`src/rtl/nn_readback_bank.sv`:
```
// Host-visible readback bank: snapshots datapath results on ListoIn rising edge and serves
// them through a 1-cycle registered read port with sticky ready/error/overrun flags.
module nn_readback_bank #(
  parameter int Width     = 4,
  parameter int NumCoeff  = 20,
  parameter int NumY      = 10,
  parameter int AddrWidth = 9
) (
  input  logic                      Clk,
  input  logic                      Reset_n,
  input  logic                      ListoIn,
  input  logic                      InError,
  input  logic [Width-1:0]          InDato,
  input  logic [NumCoeff*Width-1:0] Coeff,
  input  logic [Width-1:0]          Offset,
  input  logic [Width-1:0]          DatoEntradaSistema,
  input  logic [NumY*Width-1:0]     Y,
  input  logic                      Read,
  input  logic [AddrWidth-1:0]      Address,
  output logic [Width-1:0]          OutDato,
  output logic                      ReadValid,
  output logic                      AddrErr
);

  localparam int IdxW       = AddrWidth - 2;
  localparam int NumWords   = 5 + NumCoeff + NumY;
  localparam int WordErr    = 2;
  localparam int WordCoeff  = 3;
  localparam int WordOffset = 3 + NumCoeff;
  localparam int WordDse    = 4 + NumCoeff;
  localparam int WordY      = 5 + NumCoeff;

  logic             listo_q;
  logic             rdy_flag;
  logic             err_flag;
  logic             ovr_flag;
  logic [Width-1:0] dato_s;
  logic [Width-1:0] offset_s;
  logic [Width-1:0] dse_s;
  logic [Width-1:0] coeff_s [NumCoeff];
  logic [Width-1:0] y_s     [NumY];
  logic [Width-1:0] words   [NumWords];
  logic [Width-1:0] status_word;
  logic [Width-1:0] err_word;
  logic [Width-1:0] rd_word;
  logic [IdxW-1:0]  word_idx;
  logic             rise;
  logic             in_map;
  logic             hit;
  logic             rd_status;
  logic             rd_err;

  assign rise      = ListoIn & ~listo_q;
  assign word_idx  = Address[AddrWidth-1:2];
  assign in_map    = {1'b0, word_idx} < (IdxW+1)'(NumWords);
  assign hit       = Read & (Address[1:0] == 2'b00) & in_map;
  assign rd_status = hit & (word_idx == '0);
  assign rd_err    = hit & (word_idx == IdxW'(WordErr));

  always_comb begin
    status_word      = '0;
    status_word[2:0] = {ovr_flag, err_flag, rdy_flag};
    err_word         = '0;
    err_word[0]      = err_flag;
  end

  // Flat word table in address order; index = byte address / 4.
  assign words[0]          = status_word;
  assign words[1]          = dato_s;
  assign words[WordErr]    = err_word;
  assign words[WordOffset] = offset_s;
  assign words[WordDse]    = dse_s;

  generate
    for (genvar gi = 0; gi < NumCoeff; gi++) begin : g_coeff
      assign words[WordCoeff+gi] = coeff_s[gi];
      always_ff @(posedge Clk or negedge Reset_n) begin
        if (!Reset_n)  coeff_s[gi] <= '0;
        else if (rise) coeff_s[gi] <= Coeff[gi*Width +: Width];
      end
    end
    for (genvar gi = 0; gi < NumY; gi++) begin : g_y
      assign words[WordY+gi] = y_s[gi];
      always_ff @(posedge Clk or negedge Reset_n) begin
        if (!Reset_n)  y_s[gi] <= '0;
        else if (rise) y_s[gi] <= Y[gi*Width +: Width];
      end
    end
  endgenerate

  always_comb begin
    rd_word = '0;
    for (int k = 0; k < NumWords; k++) begin
      if (word_idx == IdxW'(k)) rd_word = words[k];
    end
  end

  always_ff @(posedge Clk or negedge Reset_n) begin
    if (!Reset_n) begin
      listo_q  <= 1'b0;
      dato_s   <= '0;
      offset_s <= '0;
      dse_s    <= '0;
    end else begin
      listo_q <= ListoIn;
      if (rise) begin
        dato_s   <= InDato;
        offset_s <= Offset;
        dse_s    <= DatoEntradaSistema;
      end
    end
  end

  // Sets take priority over clear-on-read so no event is lost in a collision.
  always_ff @(posedge Clk or negedge Reset_n) begin
    if (!Reset_n) begin
      rdy_flag <= 1'b0;
      ovr_flag <= 1'b0;
      err_flag <= 1'b0;
    end else begin
      if (rise)           rdy_flag <= 1'b1;
      else if (rd_status) rdy_flag <= 1'b0;

      if (rise && rdy_flag) ovr_flag <= 1'b1;
      else if (rd_status)   ovr_flag <= 1'b0;

      if (InError)     err_flag <= 1'b1;
      else if (rd_err) err_flag <= 1'b0;
    end
  end

  always_ff @(posedge Clk or negedge Reset_n) begin
    if (!Reset_n) begin
      ReadValid <= 1'b0;
      AddrErr   <= 1'b0;
      OutDato   <= '0;
    end else begin
      ReadValid <= Read;
      AddrErr   <= Read & ~hit;
      OutDato   <= hit ? rd_word : '0;
    end
  end

endmodule
```
`config.mk`:
```
export PLATFORM = sky130hd
export DESIGN_NAME = nn_readback_bank
export DESIGN_NICKNAME = d
export VERILOG_FILES = /design/src/rtl/nn_readback_bank.sv
export SDC_FILE = /design/constraint.sdc
export NUM_CORES = 1
export LEC_CHECK = 0
export ABC_AREA = 1
export ABC_CLOCK_PERIOD_IN_PS = 1640
export BUFFER_PORTS_ARGS = -buffer_cell sky130_fd_sc_hd__buf_2
export CAP_MARGIN = 20
export CORE_UTILIZATION = 41
export DETAILED_ROUTE_END_ITERATION = 10
export PLACE_DENSITY = 0.66
export SYNTH_ARGS = -nofsm -noshare
export SYNTH_HDL_FRONTEND = slang
export SYNTH_SLANG_ARGS = --single-unit
export TNS_END_PERCENT = 20
```
`constraint.sdc`:
```
create_clock -name Clk -period 1.64 [get_ports Clk]
set_clock_uncertainty 0.1 [all_clocks]
set_input_delay 0.082 -clock Clk [delete_from_list [all_inputs] [get_ports Clk]]
set_output_delay 0.082 -clock Clk [all_outputs]
set_load 0.03 [all_outputs]
```
==> impl_metrics.tcl, run 1 <==
set metrics [dict create \
    max_stage_delay_ps 380 \
    multi_input_area_sq_um 2880 \
    fin_cells 1286 \
    p_total_w 0.009776 \
    crit_arrival_ps 2540 \
    reg2reg_from "coeff_s[73]$_DFFE_PN0P_" \
    drt_iter0_markers 292 \
    holdCritPathClass "primary input to flip-flop" \
    violations "negative setup slack" \
    overflow 0 \
    gr-usage-met3 0.04674 \
    routed-via-count 6170 \
    clk_path_buf_depth 2 \
    antenna_found_initial 1 \
    yosys.area.top_type "dfrtp_1" \
    placed_area_sq_um 8418 \
    synth_cell_type_count 24 \
    worst_slack_ps -696.0 \
    synthTopCellsByArea "dfrtp_1 (53%), mux2_2 (20%), nand2_1 (8.6%)" \
    crit_cells 19 \
    syn_area_per_cell_sq_um 9.797 \
    start_kind "flip-flop" \
    grt_pass1_vias 6560 \
    io_pins 152 \
    layout_common_cells "nand2_1 (151), buf_2 (150), dfrtp_1 (142), dlygate4sd3_1 (137), mux2_2 (119)" \
    drive_gt1_frac 0.3948 \
    drv_cap 0 \
    irDropWorstVdd_mv 1.043 \
    leakage_nw 4.960 \
    synth_flop_cell "dfrtp_1" \
    clkTransAtPathRegs_ps 60 \
    whs_ps 29.70 \
    start_util 0.4221 \
    viasPerCell 4.798 \
    grt_max_degree 42 \
    fp.dieH_um 130.1 \
    grt_use_met1 0.2968 \
    syn_to_final_growth_pct 55.12 \
    critPathKind "flip-flop to flip-flop" \
    globalRouteMet2Util 0.4631 \
    die_w_um 130.1 \
    synth_async_sr_flop_share 1.000 \
    gp_congestion 0.8301 \
    slew_headroom 0.6871 \
    numPortBuffers 151 \
    rsz0062_at_grt "yes" \
    cts.sinks 142 \
    drc 0 \
    synth-edff-count 0 \
    slew_violations 0 \
    powerDensity_nw_per_um2 936.4 \
    cp_common_cell "nand2_1" \
    ant_nets 0 \
    reg2regPathDepth 19 \
    dr.pass1.iters 5 \
    cts_made_buffers 17 \
    tightest_slew_ps 467.6 \
    die_area_sq_um 16930 \
    fillers 1260 \
    worstSetupEndpointType "flip-flop" \
    wl_mm 20.51 \
    synth_top_area_frac 0.5280 \
    design_area_sq_um 10440 \
    fin_tns_setup_ps -2394 \
    crit_start "coeff_s[73]$_DFFE_PN0P_" \
    crit_fanout 2 \
    synth.yosys.seq_area_share 0.5280 \
    postSynthCellCount 687 \
    clk_latency_ps 420 \
    core_area_sq_um 15940 \
    cts-root-buf "clkbuf_16" \
    gr-max-usage-layer "met2" \
    critical_path_buf_inv_count 0 \
    seqCellArea_sq_um 3553 \
    yosysWarnings 0 \
    outcome "finished, violations left" \
    min_from "Address[0]" \
    cts_tree "built" \
    final_common_cell "nand2_1" \
    hold_depth 5 \
    numPlacedInstances 1117 \
    setup_viol 4 \
    ys_ff_latch 142 \
    slowest_stage "dfrtp_1" \
    wl_per_cell_um 15.95 \
    min_period_over_period 1.424 \
    final_nets 1203 \
    path_delay_family "simple AND/OR/NAND/NOR gates" \
    rows 46 \
    syn_nets 833 \
    dp_hpwl_mm 13.11 \
    synth_area_sq_um 6730 \
    fmax_mhz 428.1 \
    hold_viol 0 \
    grt_pass1_wl_mm 32.16 \
    cts-htree-levels 4 \
    path_cells "or2_0 > o21ai_1 > nand4_1 > nor2_1 > nand4_1 > nand2_1 > nand4_1 > nand2_1 > nand4_1 > nand2_1 > nand4_1 > nand2_1 > nand3_1 > nand2_1 > nand2_1 > nand2_1 > nand3_1 > nand2_1 > a21oi_1" \
    required_ps 1840 \
    grt_use_total 0.2536 \
    period_needed_ps 2336 \
]
-- cells by family after synthesis --
kind of cell,share of synthesized area
buffers and inverters,0.05131
AO/OA/AOI/OAI,0.03216
AND/OR/NAND/NOR,0.1894
flip-flops,0.5280
multiplexers,0.1991
-- state kept, by name, summed over array words and instances (netlist names) --
name,flops
ovr_flag,1
offset_s,4
err_flag,1
rdy_flag,1
dse_s,4
ReadValid,1
OutDato,4
listo_q,1
words,40
dato_s,4
AddrErr,1
coeff_s,80
-- where the power goes --
group	switching (W)	internal [W]	total [W]	leakage, nW
clock	0.00144	0.00265	0.00410	0.301
sequential	0.000277	0.00399	0.00426	1.66
combinational	0.000560	0.000853	0.00141	3.00
total	0.00228	0.00749	0.00978	4.96
-- stage by stage --
stage	setup slack, ps	util
finish	-696.0	0.6548
global route	-972.5	0.6548
CTS	-739.6	0.6541
detailed placement	-1063	0.5280
global placement	-1060	0.5280
floorplan	-304.1	-
-- final timing paths --
check                                               end  slack, ps
worst max-delay path               OutDato[1]$_DFF_PN0_       -700
worst min-delay path               ovr_flag$_DFFE_PN0P_         30
worst max register to register     OutDato[1]$_DFF_PN0_       -700
worst min register to register  offset_s[3]$_DFFE_PN0P_        400
min in group asynchronous       coeff_s[65]$_DFFE_PN0P_         60
max in group asynchronous       coeff_s[75]$_DFFE_PN0P_        770
-- worst reg2reg max path, delay by kind of cell, from the launching register on --
| kind | cells | cell delay [ps] |
|---|---|---|
| AO/OA/AOI/OAI | 2 | 160 |
| flip-flops | 1 | 380 |
| AND/OR/NAND/NOR | 17 | 1590 |
-- repair_timing --
action	in CTS	in global routing
pin swaps	1	1
hold buffers	137	0
setup buffers	0	0
endpoints found under the hold margin	278	0
endpoints found under the setup margin	4	5
resized for setup	4	4
-- final cells by class --
cell class,instances,share of cell area
Sequential cell,142,0.3404
Multi-Input combinational cell,455,0.2759
Timing Repair Buffer,369,0.2710
Clock buffer,21,0.04506
Inverter,72,0.02613
Tap cell,216,0.02589
Clock inverter,10,0.01546
Antenna cell,1,0.0002397
-- synth_stat cells (2+ instances only) --
library cell    n
inv_1          69
dfrtp_1       142
a21oi_1        29
nand2_1       154
or2_1           2
nand4_1        18
nor2_1         58
nor2_2          6
inv_2           3
or2_2          16
clkbuf_1       17
mux2_2        119
nand3_1        29
o21ai_0         9
or2_0           4
nor3_1          4
-- per-layer routing --
layer	part of all wire	wire, um
met3	0.052	1071
met1	0.41	8406
met4	0.023	472
met5	0	0
met2	0.51	10560
(Power assumes the default switching activity.)
==> run 2, diff against run 1 <==
--- a/config.mk
+++ b/config.mk
@@ -12,6 +12,7 @@
 export CORE_UTILIZATION = 41
 export DETAILED_ROUTE_END_ITERATION = 10
 export PLACE_DENSITY = 0.66
+export RECOVER_POWER = 25
 export SYNTH_ARGS = -nofsm -noshare
 export SYNTH_HDL_FRONTEND = slang
 export SYNTH_SLANG_ARGS = --single-unit
==> impl_metrics.tcl, run 2 (same netlist as run 1, synthesis figures left out) <==
set metrics [dict create \
    numPlacedInstances 1117 \
    irDropWorstVdd_mv 1.043 \
    crit_cells 20 \
    dp_hpwl_mm 13.11 \
    max_stage_delay_ps 390 \
    die_area_sq_um 16930 \
    outcome "finished, violations left" \
    cts_tree "built" \
    layout_common_cells "nand2_1 (151), buf_2 (150), dfrtp_1 (142), dlygate4sd3_1 (137), mux2_2 (119)" \
    drv_cap 0 \
    die_w_um 130.1 \
    cts_made_buffers 17 \
    worstSetupEndpointType "flip-flop" \
    viasPerCell 4.785 \
    fp.dieH_um 130.1 \
    start_util 0.4221 \
    fillers 1268 \
    globalRouteMet2Util 0.4631 \
    grt_pass1_wl_mm 32.16 \
    grt_use_met1 0.2968 \
    hold_viol 0 \
    path_delay_family "simple AND/OR/NAND/NOR gates" \
    p_clk_frac 0.420 \
    core_area_sq_um 15940 \
    critical_path_buf_inv_count 0 \
    grt_use_total 0.2536 \
    start_kind "flip-flop" \
    fmax_mhz 428.0 \
    fin_tns_setup_ps -2386 \
    clk_latency_ps 420 \
    crit_arrival_ps 2530 \
    required_ps 1830 \
    period_needed_ps 2336 \
    slew_violations 0 \
    clkTransAtPathRegs_ps 60 \
    drt_iter0_markers 280 \
    gp_congestion 0.8301 \
    numPortBuffers 151 \
    seqPwrFrac 0.437 \
    rows 46 \
    cts-htree-levels 4 \
    ant_nets 0 \
    final_common_cell "nand2_1" \
    wl_per_cell_um 15.97 \
    hold_depth 5 \
    path_cells "nand2_1 > nand2_1 > nor2_1 > nand3_1 > nor2_2 > nand4_1 > nand2_1 > nand3_1 > nand2_1 > nand3_1 > nand2_1 > nand4_1 > nor2_2 > nand4_1 > nor2_1 > nand4_1 > nand2_1 > nand4_1 > nand2_1 > a21oi_2" \
    regMostFlops "coeff_s" \
    wl_mm 20.54 \
    tightest_slew_ps 1111 \
    fin_cells 1286 \
    grt_pass1_vias 6560 \
    overflow 0 \
    antenna_found_initial 1 \
    slowest_stage "dfrtp_1" \
    intPower_w 0.007485 \
    crit_fanout 2 \
    syn_to_final_growth_pct 54.66 \
    gr-max-usage-layer "met2" \
    final_nets 1203 \
    grt_max_degree 42 \
    dr.pass1.iters 5 \
    powerDensity_nw_per_um2 938.2 \
    combPwrFrac 0.144 \
    leakage_nw 4.944 \
    critPathKind "flip-flop to flip-flop" \
    violations "negative setup slack" \
    slew_headroom 0.2596 \
    reg2regPathDepth 20 \
    cts-root-buf "clkbuf_16" \
    largest_reg_flops 80 \
    min_period_over_period 1.425 \
    drc 0 \
    p_total_w 0.009765 \
    clk_path_buf_depth 2 \
    cts.sinks 142 \
    worst_slack_ps -696.4 \
    p_sw_w 0.002280 \
    cp_common_cell "nand2_1" \
    gr-usage-met3 0.04674 \
    swShare 0.2335 \
    holdCritPathClass "primary input to flip-flop" \
    routed-via-count 6153 \
    drive_gt1_frac 0.3929 \
    io_pins 152 \
    rsz0062_at_grt "yes" \
    setup_viol 4 \
]
## run 2: worst paths after layout
check | start | to | slack, ps
setup / recovery | ovr_flag$_DFFE_PN0P_ | OutDato[2]$_DFF_PN0_ | -700
hold / removal | Address[0] | ovr_flag$_DFFE_PN0P_ | 30
setup reg to reg | ovr_flag$_DFFE_PN0P_ | OutDato[2]$_DFF_PN0_ | -700
hold reg to reg | offset_s[3]$_DFFE_PN0P_ | offset_s[3]$_DFFE_PN0P_ | 400
max in group asynchronous | Reset_n | listo_q$_DFF_PN0_ | 210
min in group asynchronous | Reset_n | coeff_s[65]$_DFFE_PN0P_ | 320
## run 2: what timing repair did
item | 4_1_cts | 5_1_grt
gates resized for setup | 4 | 4
endpoints found under the setup margin | 4 | 5
buffers inserted | 0 | 0
hold buffers | 137 | 0
pin swaps | 1 | 1
cloned | 0 | 0
endpoints found under the hold margin | 278 | 0
## run 2: per-stage QoR
stage               hold WS (ps)  area, sq um    util  setup slack, ps
detailed placement        -72.54         8418  0.5280            -1063
CTS                        12.86        10430  0.6541           -739.6
global route               89.21        10410  0.6529           -972.5
global placement          -73.04         8418  0.5280            -1060
floorplan                 -313.6         6758       -           -304.1
finish                     34.53        10410  0.6529           -696.4
## run 2: area by class of cell
type | instances | area [sq um] | share of cell area
tap | 216 | 270.3 | 0.02596
inverter | 72 | 272.8 | 0.02621
clock buffer | 21 | 470.5 | 0.04520
timing repair buffer | 369 | 2798 | 0.2688
sequential | 142 | 3553 | 0.3414
multi-input combinational | 455 | 2880 | 0.2767
clock inverter | 10 | 161.4 | 0.01551
antenna | 1 | 2.502 | 0.0002404
## run 2: worst reg2reg max path, stage by stage, from the launching register on
cell and delay [ps]:
dfrtp_1 390, nand2_1 70, nand2_1 50, nor2_1 100, nand3_1 100, nor2_2 110, nand4_1 90, nand2_1 90
nand3_1 60, nand2_1 60, nand3_1 60, nand2_1 60, nand4_1 100, nor2_2 120, nand4_1 100, nor2_1 120
nand4_1 100, nand2_1 80, nand4_1 100, nand2_1 100, a21oi_2 50
## run 2: power groups by stage
| stage | sequential [W] | clock, W | combinational (W) |
|---|---|---|---|
| floorplan | 0.00420 | 0 | 0.000643 |
| global placement | 0.00430 | 0 | 0.00111 |
| detailed placement | 0.00431 | 0 | 0.00114 |
| CTS | 0.00425 | 0.00416 | 0.00139 |
| global route | 0.00431 | 0.00431 | 0.00154 |
| finish | 0.00426 | 0.00410 | 0.00140 |
## run 2: layer usage
layer,routed length [um],part of all wire
met1,8480,0.41
met2,10570,0.51
met3,1014,0.049
met4,472,0.023
met5,0,0
==> run 3, diff against run 2 <==
--- a/config.mk
+++ b/config.mk
@@ -12,7 +12,7 @@
 export CORE_UTILIZATION = 41
 export DETAILED_ROUTE_END_ITERATION = 10
 export PLACE_DENSITY = 0.66
-export RECOVER_POWER = 25
+export RECOVER_POWER = 100
 export SYNTH_ARGS = -nofsm -noshare
 export SYNTH_HDL_FRONTEND = slang
 export SYNTH_SLANG_ARGS = --single-unit
==> impl_metrics.tcl, run 3 (same netlist as run 1, synthesis figures left out) <==
set metrics [dict create \
    grt_max_degree 42 \
    holdCritPathClass "primary input to flip-flop" \
    numPortBuffers 151 \
    slew_violations 0 \
    crit_arrival_ps 2530 \
    cts.sinks 142 \
    clk_latency_ps 420 \
    largest_reg_flops 80 \
    fp.dieH_um 130.1 \
    die_w_um 130.1 \
    cts_made_buffers 17 \
    drt_iter0_markers 250 \
    grt_use_total 0.2536 \
    slowest_stage "dfrtp_1" \
    min_from "Address[0]" \
    cts_tree "built" \
    dr.pass1.iters 5 \
    slew_headroom 0.2622 \
    clkTransAtPathRegs_ps 60 \
    wl_mm 20.51 \
    tightest_slew_ps 1107 \
    critPathKind "flip-flop to flip-flop" \
    clk_path_buf_depth 2 \
    start_util 0.4221 \
    rsz0062_at_grt "yes" \
    powerDensity_nw_per_um2 943.1 \
    grt_pass1_vias 6560 \
    routed-via-count 6173 \
    layout_common_cells "nand2_1 (151), buf_2 (144), dfrtp_1 (142), dlygate4sd3_1 (137), mux2_2 (119)" \
    dp_hpwl_mm 13.11 \
    whs_ps 31.67 \
    fin_tns_setup_ps -5383 \
    final_util 0.6483 \
    overflow 0 \
    cts-htree-levels 4 \
    drv_cap 0 \
    required_ps 1830 \
    cts-root-buf "clkbuf_16" \
    crit_start "ovr_flag$_DFFE_PN0P_" \
    die_area_sq_um 16930 \
    drive_gt1_frac 0.3873 \
    design_area_sq_um 10340 \
    final_nets 1203 \
    io_pins 152 \
    final_common_cell "nand2_1" \
    multi_input_area_sq_um 2875 \
    hold_viol 0 \
    start_kind "flip-flop" \
    violations "negative setup slack" \
    core_area_sq_um 15940 \
    grt_pass1_wl_mm 32.16 \
    max_stage_delay_ps 390 \
    viasPerCell 4.800 \
    crit_fanout 2 \
    outcome "finished, violations left" \
    fillers 1280 \
    seqCellArea_sq_um 3553 \
    cp_common_cell "nand2_1" \
    period_needed_ps 2338 \
    worstSetupEndpointType "flip-flop" \
    antenna_found_initial 1 \
    fmax_mhz 427.7 \
    syn_to_final_growth_pct 53.58 \
    irDropWorstVdd_mv 1.043 \
    ant_nets 0 \
    wl_per_cell_um 15.95 \
    path_cells "nand2_1 > nand2_1 > nor2_1 > nand3_1 > nor2_2 > nand4_1 > nand2_1 > nand3_1 > nand2_1 > nand3_1 > nand2_1 > nand4_1 > nor2_2 > nand4_1 > nor2_1 > nand4_1 > nand2_1 > nand4_1 > nand2_1 > a21oi_2" \
    setup_viol 89 \
    min_period_over_period 1.426 \
    cts_setup_buffers 0 \
    leakage_nw 4.892 \
    worst_slack_ps -698.2 \
    regMostFlops "coeff_s" \
    drc 0 \
    gp_congestion 0.8301 \
    reg2reg_from "ovr_flag$_DFFE_PN0P_" \
    placed_area_sq_um 8418 \
    rows 46 \
]
==> run 3: timing repair <==
action | in CTS | in global routing
endpoints found under the hold margin | 278 | 0
setup endpoints to repair | 4 | 5
gates resized for setup | 4 | 4
pin swaps | 1 | 1
hold buffers | 137 | 0
==> run 3: cell type report <==
class                           instances  area share
Antenna cell                            1   0.0002421
Clock buffer                           21     0.04551
Clock inverter                         10     0.01562
Inverter                               72     0.02639
Multi-Input combinational cell        455      0.2782
Sequential cell                       142      0.3438
Tap cell                              216     0.02615
Timing Repair Buffer                  369      0.2641
==> run 3: stage by stage <==
stage / setup WS [ps] / cells / total power, W
floorplan: -304.1 / 687 / 0.004843
global placement: -1060 / 1117 / 0.005407
detailed placement: -1063 / 1117 / 0.005442
CTS: -739.6 / 1285 / 0.009810
global route: -972.5 / 1286 / 0.01014
finish: -698.2 / 1286 / 0.009748
==> run 3: worst max-delay path, delay by kind of cell, from the launching register on <==
family             cells  cell delay, ps
and+or+nand+nor       19            1670
DFF                    1             390
AOI/OAI and AO/OA      1              50
==> run 3: layer usage <==
layer | global-route usage | vias to the layer above | part of all wire
met5 | 0 | - | 0
met4 | 0.08824 | 0 | 0.024
met3 | 0.04674 | 39 | 0.054
met2 | 0.4631 | 212 | 0.51
met1 | 0.2968 | 2943 | 0.41
li1 | - | 2979 | -
==> run 3: final timing paths <==
kind,end,slack (ps),cells after the start
hold reg to reg,offset_s[3]$_DFFE_PN0P_,400,1
max in group asynchronous,coeff_s[75]$_DFFE_PN0P_,170,3
hold / removal,AddrErr$_DFF_PN0_,30,5
setup reg to reg,OutDato[2]$_DFF_PN0_,-700,20
min in group asynchronous,coeff_s[65]$_DFFE_PN0P_,310,2
setup / recovery,OutDato[2]$_DFF_PN0_,-700,20
==> run 3: report_power, final <==
group          internal [W]  total (W)  switching, W
Clock               0.00265    0.00410       0.00145
Sequential          0.00399    0.00426      0.000277
Combinational      0.000826    0.00138      0.000555
